--- config.mk ---
export PLATFORM = sky130hd
export DESIGN_NAME = multi_mode_arbiter
export DESIGN_NICKNAME = d
export VERILOG_FILES = /design/src/rtl/multi_mode_arbiter.sv
export SDC_FILE = /design/constraint.sdc
export NUM_CORES = 1
export LEC_CHECK = 0
export BUFFER_PORTS_ARGS = -buffer_cell sky130_fd_sc_hd__buf_4
export CORE_AREA = 5 5 54 56
export DETAILED_ROUTE_END_ITERATION = 16
export DIE_AREA = 0 0 59 61
export PLACE_DENSITY_LB_ADDON = 0.08
export REMOVE_ABC_BUFFERS = 1
export SYNTH_ARGS = -nofsm -noshare
export SYNTH_HDL_FRONTEND = slang
export SYNTH_SLANG_ARGS = --single-unit
--- constraint.sdc ---
create_clock -name clk -period 1.75 [get_ports clk]
set_input_delay 0.2625 -clock clk [delete_from_list [all_inputs] [get_ports clk]]
set_output_delay 0.2625 -clock clk [all_outputs]
set_load 0.05 [all_outputs]
--- src/rtl/multi_mode_arbiter.sv ---
// N-way request arbiter with registered one-hot grant: fixed priority, round robin,
// LFSR-random and disabled modes, plus a lock that lets the current winner keep its grant.
module multi_mode_arbiter #(
    parameter int          N         = 4,
    parameter int          IDW       = $clog2(N),
    parameter logic [15:0] LFSR_SEED = 16'hACE1
) (
    input  logic           clk,
    input  logic           rst,
    input  logic [N-1:0]   req,
    input  logic [1:0]     mode,
    input  logic [IDW-1:0] prio_sel,
    input  logic           lock,
    output logic [N-1:0]   gnt,
    output logic [IDW-1:0] gnt_id,
    output logic           gnt_valid
);

    typedef enum logic [1:0] {
        MODE_FIXED = 2'd0,
        MODE_RR    = 2'd1,
        MODE_RAND  = 2'd2,
        MODE_OFF   = 2'd3
    } mode_t;

    localparam logic [15:0]    SEED  = (LFSR_SEED == 16'h0000) ? 16'h0001 : LFSR_SEED;
    localparam logic [IDW:0]   N_EXT = (IDW+1)'(N);
    localparam logic [IDW-1:0] LAST  = IDW'(N-1);

    mode_t          cur_mode;
    logic [IDW-1:0] rr_ptr;
    logic [15:0]    lfsr;
    logic           lfsr_fb;
    logic [IDW-1:0] fp_top;
    logic [IDW:0]   rnd_ext;
    logic [IDW-1:0] rnd_top;
    logic           hold;
    logic [IDW:0]   pick;
    logic           rr_load;

    // Result packs {found, index}; the top index wins outright, otherwise lowest asserted index.
    function automatic logic [IDW:0] pick_fixed(input logic [N-1:0] r, input logic [IDW-1:0] top);
        logic [IDW:0] res;
        res = '0;
        for (int k = N-1; k >= 0; k--) begin
            if (r[IDW'(k)]) res = {1'b1, IDW'(k)};
        end
        if (r[top]) res = {1'b1, top};
        return res;
    endfunction

    // Walk downward in distance so the nearest requester after ptr is the last one kept.
    function automatic logic [IDW:0] pick_rr(input logic [N-1:0] r, input logic [IDW-1:0] ptr);
        logic [IDW:0]   res;
        logic [IDW-1:0] idx;
        res = '0;
        for (int i = N; i >= 1; i--) begin
            idx = IDW'((int'(ptr) + i) % N);
            if (r[idx]) res = {1'b1, idx};
        end
        return res;
    endfunction

    assign cur_mode = mode_t'(mode);
    assign lfsr_fb  = lfsr[15] ^ lfsr[13] ^ lfsr[12] ^ lfsr[10];
    assign fp_top   = ({1'b0, prio_sel} >= N_EXT) ? '0 : prio_sel;
    assign rnd_ext  = ({1'b0, lfsr[IDW-1:0]} >= N_EXT) ? ({1'b0, lfsr[IDW-1:0]} - N_EXT)
                                                        : {1'b0, lfsr[IDW-1:0]};
    assign rnd_top  = rnd_ext[IDW-1:0];
    assign hold     = lock && (cur_mode != MODE_OFF) && (|(gnt & req));

    always_comb begin
        pick    = '0;
        rr_load = 1'b0;
        case (cur_mode)
            MODE_FIXED: pick = pick_fixed(req, fp_top);
            MODE_RR: begin
                pick    = pick_rr(req, rr_ptr);
                rr_load = pick[IDW];
            end
            MODE_RAND:  pick = pick_fixed(req, rnd_top);
            default:    pick = '0;
        endcase
    end

    always_ff @(posedge clk) begin
        if (rst) begin
            gnt       <= '0;
            gnt_id    <= '0;
            gnt_valid <= 1'b0;
            rr_ptr    <= LAST;
            lfsr      <= SEED;
        end else begin
            lfsr <= {lfsr[14:0], lfsr_fb};
            if (!hold) begin
                gnt       <= pick[IDW] ? (N'(1) << pick[IDW-1:0]) : '0;
                gnt_id    <= pick[IDW-1:0];
                gnt_valid <= pick[IDW];
                if (rr_load) rr_ptr <= pick[IDW-1:0];
            end
        end
    end

endmodule

==> results.sh <==
export IMPL_grt_pass1_wl_um=3890
export IMPL_grt_max_degree=22
export IMPL_area_growth_pct=13.6
export IMPL_numPortBuffers=17
export IMPL_hp_start="mode[0]"
export IMPL_fin_worst_skew_ns=0.00584
export IMPL_final_nets=152
export IMPL_vias=919
export IMPL_fin_crit_sh_pct=96.4
export IMPL_slew_viol_final=0
export IMPL_floorplan_initialDensity_pct=47.7
export IMPL_timing_rr_start="rr_ptr[1]"
export IMPL_htreeDepth=1
export IMPL_critPathKind="reg2reg"
export IMPL_powerDensity_nw_per_um2=896
export IMPL_yosys_cell_types_count=41
export IMPL_dp_hpwl_um=1630
export IMPL_ios=18
export IMPL_fp_row_count=18
export IMPL_fin_area_um2=1290
export IMPL_drcViolationCount=0
export IMPL_cp_max_fo=7
export IMPL_ff2ff_path_depth=5
export IMPL_root_buffer="clkbuf_4"
export IMPL_grtUsageTotal_pct=14.0
export IMPL_crit_arrival_ns=1.87
export IMPL_hold_violations=0
export IMPL_syn_area_per_cell_um2=8.98
export IMPL_ys_seq_area_share_pct=43.9
export IMPL_die_area_um2=3600
export IMPL_clock_latency_ns=0.32
export IMPL_fillers=242
export IMPL_rsz0062_at_grt="false"
export IMPL_worstHoldPathCells=2
export IMPL_power_mw=1.16
export IMPL_place_area_um2=1270
export IMPL_synth_cell_area_um2=1140
export IMPL_cts_setup_buffers=0
export IMPL_setup_violations=0
export IMPL_ctsResizeCount=0
export IMPL_synth_seq_cells=25
export IMPL_r2r_end="gnt[0]"
export IMPL_antenna_cells=0
export IMPL_hold_buffers=0
export IMPL_fin_tns_setup_ns=0
export IMPL_worstPathRequired_ns=1.94
export IMPL_power_leakage_nw=0.548
export IMPL_drtAntennaViolNets=0
export IMPL_fin_crit_ns=1.69
export IMPL_cts_tree="done"
export IMPL_core_area_um2=2390
export IMPL_clockBufferDepth=2
export IMPL_wl_um=2290
export IMPL_drt_iter0_markers=47
export IMPL_grt_antenna_before_repair=0
export IMPL_r2r_slack_ns=0.06
export IMPL_numCtsBuffers=3
export IMPL_drive_above_1_share_pct=24.3
export IMPL_synth_cells=127
export IMPL_dp_slack_ns=0.0111
export IMPL_ys_warn_count=0
export IMPL_placed_cells=166
export IMPL_maxCapViolations=0
export IMPL_endpoint_kind="flip-flop"
export IMPL_gp_congestion=0.814
export IMPL_dr_pass1_iters=4
export IMPL_fin_hold_ws_ns=0.207
export IMPL_grt_pass1_vias=860
export IMPL_worstMarginPinSlew_ns=0.575
export IMPL_max_clock_freq_ghz=0.593
export IMPL_grt_overflow=0
export IMPL_relSlewSlack_pct=61.5
export IMPL_final_cells=170
export IMPL_clock_sinks=25
export IMPL_die_w_um=59
export IMPL_dieHeight_um=61
export IMPL_clk_pin_slew_ns=0.14
export IMPL_fin_ws_ns=0.0627
export IMPL_holdPathEnd="gnt_id[0]"
export IMPL_ir_drop_uv=553
export IMPL_wl_per_cell_um=13.5
export IMPL_worst_hold_path_type="in2reg"
export IMPL_critPathLaunchType="flip-flop"
export IMPL_status="completed"
export IMPL_fin_util_pct=54.2
export IMPL_vias_per_cell=5.41
-- sequential cells by signal, summed over array words and instances (netlist names) --
signal and cells:
gnt_id 2, rr_ptr 2, lfsr 16, gnt_valid 1, gnt 4
-- cell families (layout without fill, tap and decap cells) --
group | count (synthesis) | in the layout | share of synthesized area (%)
compound gates | 35 | 35 | 22.6
xor+xnor | 3 | 3 | 2.31
buf+inv | 14 | 27 | 5.27
flops | 25 | 25 | 43.9
mux | 5 | 5 | 4.72
simple gates | 45 | 45 | 21.2
-- Yosys cell counts --
master	instances	area (um^2)
inv_1	6	22.5
a211o_1	1	8.76
nand2b_1	2	12.5
a22oi_1	2	15.0
o221a_1	1	11.3
xnor2_1	1	8.76
o22ai_1	1	6.26
a221o_1	1	10.0
nor2_1	10	37.5
dfxtp_1	25	500
o31ai_1	2	15.0
a2111oi_2	1	15.0
a21oi_1	9	45.0
nand3_1	1	5.00
o32ai_1	1	8.76
mux2_2	3	33.8
a2bb2oi_1	1	8.76
a31o_2	1	8.76
or4_1	1	7.51
o22a_1	1	8.76
xor2_1	2	17.5
a21boi_0	2	15.0
or3b_1	1	8.76
a211oi_1	1	7.51
nand2_1	8	30.0
buf_2	3	15.0
a31oi_1	1	6.26
o21bai_1	1	7.51
nor2b_1	9	56.3
nor3_1	1	5.00
clkbuf_1	4	15.0
mux2i_1	2	20.0
nor3b_1	1	7.51
nand3b_1	2	15.0
a32o_1	2	20.0
or2_2	8	50.1
o21ai_0	2	10.0
o211ai_1	2	15.0
buf_4	1	7.51
or3_1	1	6.26
a21o_1	2	15.0
-- critical path, cell delays in order (launching register included) --
cell and delay [ns]:
dfxtp_1 0.48, nand2b_1 0.17, a21o_1 0.12, a21oi_1 0.05, o32ai_1 0.55, o31ai_1 0.18
-- power by group --
group          internal, mW  switching (mW)  total, mW
Clock                0.0855           0.170      0.255
Combinational         0.111           0.149      0.260
Sequential            0.614          0.0309      0.644
Total                 0.810           0.350       1.16
-- cells in the final DEF (no fill, tap or decap), types with 3 or more instances in the layout --
cell	n
clkbuf_4	3
or2_2	8
mux2_2	3
a21oi_1	9
nand2_1	8
buf_4	17
nor2b_1	9
nor2_1	10
dfxtp_1	25
inv_1	6
-- cell type report --
cell class                      count  area [um^2]  area share (%)
Clock buffer                        3         22.5            1.74
Clock inverter                      1         5.00           0.386
Timing Repair Buffer               17          128            9.86
Tap cell                           30         37.5            2.90
Multi-Input combinational cell     88          579            44.7
Inverter                            6         22.5            1.74
Sequential cell                    25          500            38.6
-- how the worst max path moves through the flow --
stage	endpoint	start	slack (ns)
detailed placement	gnt[0]	mode[1]	0.01
CTS	gnt[0]	rr_ptr[1]	0.1
global placement	gnt[2]	mode[1]	0.08
finish	gnt[0]	rr_ptr[1]	0.06
global route	gnt[0]	rr_ptr[1]	0.004
floorplan	gnt_id[0]	gnt[1]	0.09
-- layer usage --
layer  up-vias  GRT usage [%]  wire, um
li1        468              -         -
met1       426           18.8      1060
met2        21           22.1      1060
met3         4           2.55       129
met4         0           6.15        37
met5         -              0         0
No activity file was read; power rests on OpenSTA's default activity.
